### src/rtl/serial_word_feeder.sv
// serial_word_feeder: valid/ready word loader that shifts each word out one bit per clock on j
module serial_word_feeder #(
  parameter int   WIDTH    = 8,
  parameter logic IDLE_BIT = 1'b0,
  parameter int   CNT_W    = 8
) (
  input  logic             clk,
  input  logic             rst,
  input  logic [WIDTH-1:0] din,
  input  logic             load,
  input  logic             msb_first,
  output logic             ready,
  output logic             j,
  output logic             bit_valid,
  output logic             last,
  output logic [CNT_W-1:0] words_sent
);
  localparam int CW = $clog2(WIDTH);
  typedef enum logic {IDLE, SHIFT} state_t;
  state_t           state_q;
  logic [WIDTH-1:0] sr_q, sr_d;
  logic             ord_q;
  logic [CW-1:0]    cnt_q;
  logic [CNT_W-1:0] words_q;
  logic             at_end, accept;
  // Decode handshake and serial outputs purely from registered state; load only gates accept.
  always_comb begin
    at_end     = state_q == SHIFT && cnt_q == CW'(WIDTH - 1);
    ready      = state_q == IDLE || at_end;
    accept     = load && ready;
    sr_d       = ord_q ? {sr_q[WIDTH-2:0], 1'b0} : {1'b0, sr_q[WIDTH-1:1]};
    j          = state_q == SHIFT ? (ord_q ? sr_q[WIDTH-1] : sr_q[0]) : IDLE_BIT;
    bit_valid  = state_q == SHIFT;
    last       = at_end;
    words_sent = words_q;
  end
  // Load on accept, otherwise shift until the final bit, then reload gaplessly or fall idle.
  always_ff @(posedge clk or negedge rst) begin
    if (!rst) begin
      state_q <= IDLE;
      sr_q    <= '0;
      ord_q   <= 1'b1;
      cnt_q   <= '0;
      words_q <= '0;
    end else begin
      if (at_end) words_q <= words_q + CNT_W'(1);
      if (accept) begin
        sr_q    <= din;
        ord_q   <= msb_first;
        cnt_q   <= '0;
        state_q <= SHIFT;
      end else if (state_q == SHIFT) begin
        if (at_end) state_q <= IDLE;
        sr_q  <= sr_d;
        cnt_q <= cnt_q + CW'(1);
      end
    end
  end
endmodule
### config.mk
export PLATFORM = sky130hd
export DESIGN_NAME = serial_word_feeder
export DESIGN_NICKNAME = d
export VERILOG_FILES = /design/src/rtl/serial_word_feeder.sv
export SDC_FILE = /design/constraint.sdc
export NUM_CORES = 1
export LEC_CHECK = 0
export BUFFER_PORTS_ARGS = -buffer_cell sky130_fd_sc_hd__clkbuf_2
export CORE_MARGIN = 1
export CORE_UTILIZATION = 44
export CTS_CLUSTER_DIAMETER = 30
export DETAILED_ROUTE_END_ITERATION = 10
export PLACE_DENSITY = 0.69
export REMOVE_ABC_BUFFERS = 1
export SYNTH_ARGS = -nofsm -noshare
export SYNTH_HDL_FRONTEND = slang
export SYNTH_SLANG_ARGS = --single-unit
### constraint.sdc
create_clock -name clk -period 1.3 [get_ports clk]
set_input_delay 0.13 -clock clk [delete_from_list [all_inputs] [get_ports clk]]
set_output_delay 0.13 -clock clk [all_outputs]
set_load 0.01 [all_outputs]
==> impl_metrics.csv, run 1 <==
group,metric,value,unit
outcome,status,"complete, but fails checks",
outcome,violations,"negative setup slack",
critical_path,rr_worst_depth,6,
sta,final.setup.tns,-4760,ps
global_routing,first_global_vias,938,
synth,ys_ff_latch,21,
placement,place_inst,163,
power,ir_drop,1.54,mV
critical_path,crit_start,"cnt_q[1]",
synth,yosys_warnings,0,
sta,rsz0062_at_grt,"true",
routing,drc,0,
critical_path,cp.required,1170,ps
critical_path,regToRegStartpoint,"cnt_q[1]",
floorplan,fp.dieArea,2800,µm²
layout,utilization,68.0,%
power,p_leak,0.816,nW
layout,n_antenna_cell,0,
routing,drt_iter0_markers,9,
critical_path,end_kind,"primary output",
routing,ant_nets,0,
synth,yosys.area_share.simple,13.5,%
layout,drive_gt1_share,56.1,%
cts,clk_latency,300,ps
global_routing,grt_max_degree,22,
synth,syn_avg_cell_area,11.0,µm²
sta,skew,8.71,ps
cts,cts_sinks,21,
floorplan,start_util,46.5,%
sta,fmax,621,MHz
worst_hold_path,hold_path.class,"in -> reg",
cts,numCtsBuffers,3,
synth,synth_cell_types,29,
power,p_per_area,2130,nW/µm²
placement,port-buffer-count,23,
routing,avgViaCountPerCell,5.50,
sta,setup_viol_count_final,23,
sta,slew_headroom,65.3,%
critical_path,r2r-end,"words_sent[1]",
critical_path,path_cells,"ha_2 -> ha_4 -> and2_4 -> buf_6 -> clkbuf_2",
critical_path,start_kind,"flop",
worst_hold_path,hp-start,"msb_first",
critical_path,cp_max_fo,4,
critical_path,crit_type,"reg -> out",
worst_hold_path,min_path_cells,2,
layout,areaGrowthSynthToFinish,46.1,%
sta,post-route-period-util,124,%
floorplan,die_height,53.0,µm
floorplan,core_area,2450,µm²
sta,setup_slack,-311,ps
global_routing,grt_remaining_overflow,0,
synth,mappedNetlistArea,1140,µm²
layout,instances_no_fill,178,
routing,finalWirelength,2690,µm
cts,clk_pin_slew,120,ps
floorplan,dieWidth,53.0,µm
placement,gp_congestion,0.733,
cts,cts_max_level,1,
critical_path,crit_arrival,1480,ps
cts,cts_buffer_depth,2,
cts,cts_tree,"done",
placement,place_ws,-214,ps
critical_path,cp_slowest_stage_delay,420,ps
global_routing,grt_use_total,21.6,%
cts,clock-root-buffer,"clkbuf_4",
global_routing,grt_first_pass_wirelength,4270,µm
floorplan,io_pins,24,
routing,wl_per_cell,15.1,µm
critical_path,cpMaxStageDelayCell,"dfrtp_1",
synth,synthXorXnorAreaFrac,5.37,%
global_routing,antenna_found_initial,0,
critical_path,r2r_slack,-300,ps
sta,period_minus_slack,1610,ps
synth,synth_fa_ha_area_share,3.29,%
placement,dp_hpwl,1730,µm
layout,layout.nets,164,
synth,synth.area.mux_share,16.0,%
routing,first_pass_iters,4,
routing,via_count,979,
synth,synth_top_family_by_area,"multiplexers",
sta,hold_viol,0,
flow_run,cap_viol_max_count,0,
synth,yosysSeqAreaShare,46.1,%
sta,tightestPinTransition,520,ps
floorplan,placementRows,18,
synth,synthCells,104,
power,p_total,3.56,mW
sta,maxSlewViolCount,0,
worst_hold_path,hold_end,"ord_q",
synth,synth-compound-area-share,11.8,%
[final cells by class]
class / count / area [µm²]
Fill cell: 189 / 786
Inverter: 3 / 11.3
Tap cell: 30 / 37.5
Timing Repair Buffer: 46 / 345
Multi-Input combinational cell: 74 / 721
Sequential cell: 21 / 528
Clock buffer: 4 / 26.3
[metrics by stage]
stage | hold WS (ps) | area [µm²]
final | 59.8 | 1670
after global routing | 45.5 | 1670
after CTS | 52.8 | 1590
after detailed placement | 132 | 1350
after global placement | 126 | 1350
after floorplan | -166 | 1110
[critical path: cells and delay by family, from the launching register on]
kind / cells / cell delay [ps]
flip-flops: 1 / 420
AND/OR/NAND/NOR: 1 / 160
adder cells (fa/ha/maj): 2 / 380
buffers and inverters: 2 / 220
[cells by family after synthesis]
group | Yosys count
buffers and inverters | 9
AND/OR/NAND/NOR | 25
flip-flops | 21
AO/OA/AOI/OAI | 22
multiplexers | 17
XOR/XNOR | 7
adder cells (fa/ha/maj) | 3
[placed cells by master (no fill, tap or decap), types with 3 or more instances in the layout]
| cell type | n |
|---|---|
| a22o_1 | 3 |
| o21ai_0 | 5 |
| buf_4 | 10 |
| clkbuf_2 | 22 |
| clkbuf_4 | 3 |
| mux2i_1 | 7 |
| xor2_1 | 3 |
| inv_1 | 3 |
| buf_6 | 12 |
| dfrtp_1 | 19 |
| nand3b_1 | 7 |
| a21oi_2 | 7 |
| mux2_2 | 8 |
[worst max-delay path by stage]
stage / end / cells after the start
floorplan: words_sent[1] / 4
global route: last / 5
finish: last / 5
CTS: last / 5
global placement: sr_q[0] / 6
detailed placement: sr_q[7] / 6
[sequential cells by signal, summed over array words and instances (netlist names)]
signal and flops:
sr_q 8, words_sent 8, cnt_q 3, ord_q 1, bit_valid 1
[cell usage after synthesis]
master,count,area (µm²)
dfrtp_1,20,500
mux2_2,10,113
a21oi_1,8,40.0
mux2i_1,7,70.1
nand3b_1,7,52.6
o21ai_0,7,35.0
nand2_1,4,15.0
xor2_1,4,35.0
a22o_1,3,26.3
buf_2,3,15.0
ha_1,3,37.5
inv_1,3,11.3
nor2_1,3,11.3
xnor2_1,3,26.3
buf_4,2,15.0
nand2b_1,2,12.5
nor2b_1,2,12.5
nor3_1,2,10.0
a21bo_2,1,10.0
a21boi_2,1,11.3
a31oi_1,1,6.26
and2_0,1,6.26
clkbuf_1,1,3.75
dfstp_2,1,26.3
nand3_1,1,5.00
nand3_2,1,10.0
nand4_1,1,6.26
nor4_2,1,12.5
o22ai_1,1,6.26
[layer usage]
| layer | track usage (%) | wire length (µm) |
|---|---|---|
| met2 | 36.5 | 1390 |
| met4 | 11.0 | 50 |
| met1 | 26.9 | 1150 |
| met5 | 0 | 0 |
| met3 | 2.59 | 93 |
[where the power goes]
group	internal [mW]	switching [mW]	total, mW
clock	0.120	0.190	0.310
sequential	0.931	0.283	1.21
combinational	1.17	0.869	2.03
total	2.22	1.34	3.56
[repair_timing]
action | in CTS | in global routing
cloned | 0 | 0
gates resized for setup | 31 | 18
endpoints found under the setup margin | 22 | 24
endpoints found under the hold margin | 20 | 0
hold buffers | 1 | 0
pin swaps | 11 | 3
buffers inserted | 8 | 3
(Power assumes the default switching activity.)
==> run 2: changes to the inputs <==
--- a/config.mk
+++ b/config.mk
@@ -5,6 +5,7 @@
 export SDC_FILE = /design/constraint.sdc
 export NUM_CORES = 1
 export LEC_CHECK = 0
+export ABC_AREA = 1
 export BUFFER_PORTS_ARGS = -buffer_cell sky130_fd_sc_hd__clkbuf_2
 export CORE_MARGIN = 1
 export CORE_UTILIZATION = 44
==> run 2 against run 1 <==
The run still ends with negative setup slack left. Combinational power is 13% lower. Non-clock buffer count is 1 lower. Synthesized cell count is 38% higher. Utilization is 3.1 points lower. Setup slack better by 70 ps. Design area is 4.5% lower. Clock power is 2% higher. Area after synthesis is 0.55% lower. Highest routed layer unchanged. Critical endpoint is now ready. Register-to-register slack better by 80 ps. First-iteration DRC count is 44% higher. Critical path depth is 1 higher. Die area is 0.53% lower.
==> impl_metrics.csv, run 2 <==
group,metric,value,unit
critical_path,cp_max_fo,3,
floorplan,start_util,46.3,%
cts,cts_tree,"done",
power,switchingPower,1.30,mW
power,netSwitchingFraction,41.1,%
outcome,status,"complete, but fails checks",
critical_path,crit_arrival,1410,ps
routing,drc,0,
routing,first_pass_iters,4,
sta,skew,3.33,ps
cts,cts_buffer_depth,2,
synth,yosysTopAreaCell,"dfrtp_1",
sta,post-route-period-util,119,%
floorplan,io_pins,24,
power,p_per_area,1980,nW/µm²
synth,yosys-top-cells-area,"dfrtp_1 (44%), nand2_1 (17%), inv_1 (6.3%), nand3_1 (4.4%), o21ai_0 (4.0%)",
synth,yosys_warnings,0,
layout,multi_input_area,598,µm²
sta,rsz0062_at_grt,"true",
floorplan,dieWidth,52.8,µm
synth,synth_cell_types,22,
cts,clock-root-buffer,"clkbuf_4",
sta,hold_viol,0,
layout,layout_commonest_cell,"nand2_1",
cts,cts_sinks,21,
critical_path,start_kind,"flop",
critical_path,end_kind,"primary output",
critical_path,crit_type,"reg -> out",
sta,whs,23.9,ps
power,p_leak,0.820,nW
global_routing,grt_first_pass_wirelength,4320,µm
sta,period_minus_slack,1540,ps
synth,ys_ff_latch,21,
layout,n_fill_cell,217,
floorplan,die_height,52.8,µm
outcome,violations,"negative setup slack",
sta,setup_viol_count_final,16,
placement,dp_hpwl,1690,µm
cts,clk_pin_slew,110,ps
layout,drive_gt1_share,40.1,%
global_routing,grt_remaining_overflow,0,
routing,ant_nets,0,
layout,n_antenna_cell,0,
synth,yosysSeqAreaShare,46.4,%
floorplan,placementRows,18,
power,p_total,3.16,mW
layout,layout.nets,208,
layout,seqCellArea,528,µm²
sta,tightestPinTransition,531,ps
routing,finalWirelength,2730,µm
routing,avgViaCountPerCell,4.89,
flow_run,cap_viol_max_count,0,
global_routing,first_global_vias,1040,
floorplan,fp.dieArea,2790,µm²
cts,cts_max_level,1,
synth,mappedNetlistArea,1140,µm²
global_routing,grt_max_degree,22,
power,sequentialPowerShare,33.8,%
placement,gp_congestion,0.768,
power,ir_drop,1.44,mV
worst_hold_path,hold_path.class,"in -> reg",
cts,clk_latency,300,ps
routing,drt_iter0_markers,13,
critical_path,cp.required,1170,ps
layout,areaGrowthSynthToFinish,40.3,%
synth,synthCells,144,
power,p_int,1.86,mW
sta,slew_headroom,64.6,%
synth,synth_top_area_share,44.1,%
sta,maxSlewViolCount,0,
synth,synth_common_cells,"nand2_1 (52), dfrtp_1 (20), inv_1 (19), nand3_1 (10), o21ai_0 (9)",
power,p_comb_share,56.1,%
routing,wl_per_cell,12.3,µm
synth,yosysMostFrequentCell,"nand2_1",
global_routing,grt_use_total,21.7,%
cts,numCtsBuffers,3,
sta,fmax,649,MHz
floorplan,core_area,2450,µm²
power,clkPwrFrac,10.0,%
layout,final_cell_mix,"nand2_1 (45), clkbuf_2 (21), dfrtp_1 (19), inv_1 (18), buf_4 (17)",
placement,port-buffer-count,23,
global_routing,antenna_found_initial,0,
synth,syn_avg_cell_area,7.89,µm²
sta,setup_slack,-241,ps
synth,synthFlopType,"dfrtp_1",
synth,async_reset_ff_share,100,%
synth,synth_edf_count,0,
routing,via_count,1085,
[run 2: area by class of cell]
cell class / count / area share [%]
Multi-Input combinational cell: 98 / 37.5
Timing Repair inverter: 1 / 0.392
Timing Repair Buffer: 45 / 19.1
Inverter: 23 / 5.89
Tap cell: 30 / 2.35
Sequential cell: 21 / 33.1
Clock buffer: 4 / 1.65
[run 2: what timing repair did]
| item | in CTS | in global routing |
|---|---|---|
| gates cloned | 1 | 0 |
| resized for setup | 23 | 13 |
| endpoints found under the setup margin | 20 | 19 |
| pin swaps | 8 | 6 |
| buffers inserted | 8 | 4 |
| endpoints found under the hold margin | 20 | 0 |
| hold buffers | 1 | 0 |
[run 2: per-layer routing]
metal  track usage [%]  up-vias  part of all wire [%]
met2              42.4       28                    55
li1                  -      547                     -
met5                 0        -                     0
met1              23.2      508                    41
met3              5.22        2                   3.8
met4              3.95        0                  0.70
[run 2: logic make-up after synthesis]
kind of cell / after synthesis / share of synthesized area [%]
AO/OA/AOI/OAI: 16 / 8.48
AND/OR/NAND/NOR: 75 / 29.3
adder cells (fa/ha/maj): 3 / 3.30
XOR/XNOR: 4 / 3.08
flip-flops: 21 / 46.4
buffers and inverters: 25 / 9.47
[run 2: power by group through the flow]
stage / logic, mW / registers, mW / clock network (mW)
2_1_floorplan: 0.678 / 1.12 / 0
3_3_place_gp: 1.15 / 1.08 / 0
3_5_place_dp: 1.18 / 1.09 / 0
4_1_cts: 1.56 / 1.05 / 0.324
5_1_grt: 1.97 / 1.09 / 0.360
6_report: 1.77 / 1.07 / 0.317
[run 2: worst max-delay path, cell delays in order, from the launching register on]
cell and delay (ps):
dfrtp_1 420, ha_2 210, ha_4 180, inv_4 50, nand2_4 40, buf_6 100
buf_6 110
[run 2: final timing paths]
check / from / to / slack [ps] / cells past startpoint
setup / recovery: cnt_q[0] / ready / -240 / 6
hold / removal: msb_first / ord_q / 20 / 3
setup reg to reg: cnt_q[0] / sr_q[4] / -220 / 8
hold reg to reg: sr_q[7] / sr_q[7] / 500 / 2
max in group asynchronous: rst / bit_valid / 590 / 2
min in group asynchronous: rst / words_sent[4] / 330 / 2
[run 2: per-stage QoR]
step | cell area (µm²) | cells | setup WS (ps) | TNS [ps] | utilization (%)
floorplan | 1120 | 142 | -71.8 | -532 | -
global placement | 1340 | 204 | -64.4 | -485 | 54.5
finish | 1590 | 222 | -241 | -2360 | 64.9
global route | 1590 | 222 | -294 | -3260 | 64.9
detailed placement | 1340 | 204 | -138 | -1230 | 54.5
CTS | 1520 | 218 | -225 | -2110 | 61.9
==> run 3: changes to the inputs <==
--- a/config.mk
+++ b/config.mk
@@ -8,10 +8,11 @@
 export ABC_AREA = 1
 export BUFFER_PORTS_ARGS = -buffer_cell sky130_fd_sc_hd__clkbuf_2
 export CORE_MARGIN = 1
-export CORE_UTILIZATION = 44
+export CORE_UTILIZATION = 47
 export CTS_CLUSTER_DIAMETER = 30
+export CTS_CLUSTER_SIZE = 8
 export DETAILED_ROUTE_END_ITERATION = 10
-export PLACE_DENSITY = 0.69
+export PLACE_DENSITY = 0.73
 export REMOVE_ABC_BUFFERS = 1
 export SYNTH_ARGS = -nofsm -noshare
 export SYNTH_HDL_FRONTEND = slang
==> run 3 against run 2 <==
The run still ends with negative setup slack left. Clock power hardly changed. Die area is 6.2% lower. Combinational power hardly changed. First-iteration DRC count is 120% higher. Register-to-register slack hardly changed. Global-route usage is 1.6 points higher. Wire length is 7.1% higher. Sequential power hardly changed.
==> impl_metrics.csv, run 3 (synthesized netlist as in run 2, its figures left out) <==
group,metric,value,unit
outcome,status,"complete, but fails checks",
outcome,violations,"negative setup slack",
floorplan,start_util,50.4,%
sta,hold_viol,0,
layout,seqCellArea,528,µm²
sta,tightestPinTransition,543,ps
layout,multi_input_area,572,µm²
global_routing,antenna_found_initial,0,
sta,setup_viol_count_final,17,
power,p_leak,0.809,nW
floorplan,io_pins,24,
floorplan,placementRows,17,
cts,cts_tree,"done",
power,ir_drop,1.32,mV
sta,final.setup.tns,-2280,ps
cts,numCtsBuffers,3,
power,p_per_area,2010,nW/µm²
cts,clock-root-buffer,"clkbuf_4",
routing,avgViaCountPerCell,5.21,
layout,drive_gt1_share,36.6,%
floorplan,fp.dieArea,2620,µm²
critical_path,cp.required,1170,ps
critical_path,r2r_slack,-220,ps
global_routing,grt_max_degree,22,
routing,finalWirelength,2920,µm
routing,first_pass_iters,5,
layout,final_cell_mix,"nand2_1 (48), clkbuf_2 (21), dfrtp_1 (19), inv_1 (18), buf_4 (15)",
global_routing,grt_use_met1,28.6,%
critical_path,end_kind,"primary output",
critical_path,regToRegStartpoint,"cnt_q[0]",
placement,dp_hpwl,1780,µm
sta,fmax,637,MHz
layout,layout.nets,207,
placement,gp_congestion,0.848,
worst_hold_path,hold_end,"sr_q[1]",
placement,place_ws,-125,ps
cts,cts_sinks,21,
global_routing,grt_use_total,23.3,%
layout,n_fill_cell,173,
sta,setup_slack,-269,ps
sta,rsz0062_at_grt,"true",
placement,place_inst,202,
critical_path,rr_worst_depth,10,
global_routing,first_global_vias,1082,
worst_hold_path,hold_path.class,"in -> reg",
cts,clk_latency,310,ps
sta,slew_headroom,63.8,%
sta,maxSlewViolCount,0,
routing,via_count,1140,
cts,cts_buffer_depth,2,
critical_path,r2r-end,"words_sent[6]",
worst_hold_path,hp-start,"din[1]",
floorplan,dieWidth,51.2,µm
global_routing,grt_remaining_overflow,0,
global_routing,grt_use_met2,41.0,%
flow_run,cap_viol_max_count,0,
sta,period_minus_slack,1570,ps
floorplan,die_height,51.2,µm
sta,skew,2.16,ps
critical_path,crit_arrival,1440,ps
layout,layout_commonest_cell,"nand2_1",
routing,drt_iter0_markers,28,
floorplan,core_area,2250,µm²
cts,clk_pin_slew,110,ps
placement,port-buffer-count,23,
routing,ant_nets,0,
routing,drc,0,
critical_path,crit_type,"reg -> out",
sta,post-route-period-util,121,%
layout,n_antenna_cell,0,
worst_hold_path,min_path_cells,3,
global_routing,grt_most_used_layer,"met2",
routing,wl_per_cell,13.4,µm
critical_path,cp_max_fo,3,
cts,cts_max_level,1,
global_routing,grt_first_pass_wirelength,4510,µm
critical_path,start_kind,"flop",
layout,areaGrowthSynthToFinish,37.6,%
critical_path,crit_start,"cnt_q[0]",
global_routing,grt_util_met3,5.36,%
layout,instances_no_fill,219,
[run 3: cell count changes in the layout (fill, tap and decap cells not counted), sizes merged]
cell	previous run	this run
dlygate4sd3	1	2
buf	23	21
[run 3: report_power, final]
group / total, mW / internal [mW] / leakage, nW / switching [mW]
clock: 0.318 / 0.120 / 0.0150 / 0.199
combinational: 1.75 / 0.841 / 0.527 / 0.910
sequential: 1.07 / 0.888 / 0.267 / 0.186
[run 3: repair_timing]
item	CTS	global route
hold endpoints to repair	21	0
buffers inserted	7	3
hold buffers	2	0
endpoints found under the setup margin	20	19
cloned	1	0
gates resized for setup	13	18
pin swaps	2	15
[run 3: routing by layer]
| layer | vias to the layer above | share of wire (%) |
|---|---|---|
| met1 | 547 | 43 |
| met4 | 0 | 2.2 |
| met3 | 8 | 5.1 |
| met2 | 37 | 50 |
| li1 | 548 | - |
| met5 | - | 0 |
[run 3: critical path: stages (launching register included)]
cell and delay (ps):
dfrtp_1 400, ha_2 200, ha_4 170, inv_2 70
nand2_4 60, buf_6 110, buf_6 110
[run 3: how the worst max path moves through the flow]
stage | slack, ps | end
floorplan | -70 | sr_q[2]
global route | -310 | ready
global placement | -40 | sr_q[5]
detailed placement | -130 | sr_q[6]
finish | -270 | ready
CTS | -240 | ready
[run 3: area by class of cell]
type,instances,area share (%)
multi-input combinational,98,36.6
sequential,21,33.8
timing repair buffer,44,19.1
inverter,23,5.84
tap,28,2.24
clock buffer,4,1.68
timing repair inverter,1,0.721
[run 3: per-stage QoR]
step	power (mW)	utilization [%]	hold WS, ps	instance area, µm²
after detailed placement	2.29	59.2	135	1340
after CTS	2.91	66.1	35.3	1490
after global placement	2.22	59.2	134	1340
final	3.14	69.3	45.3	1560
after floorplan	1.80	-	-166	1120
after global routing	3.37	69.3	62.7	1560
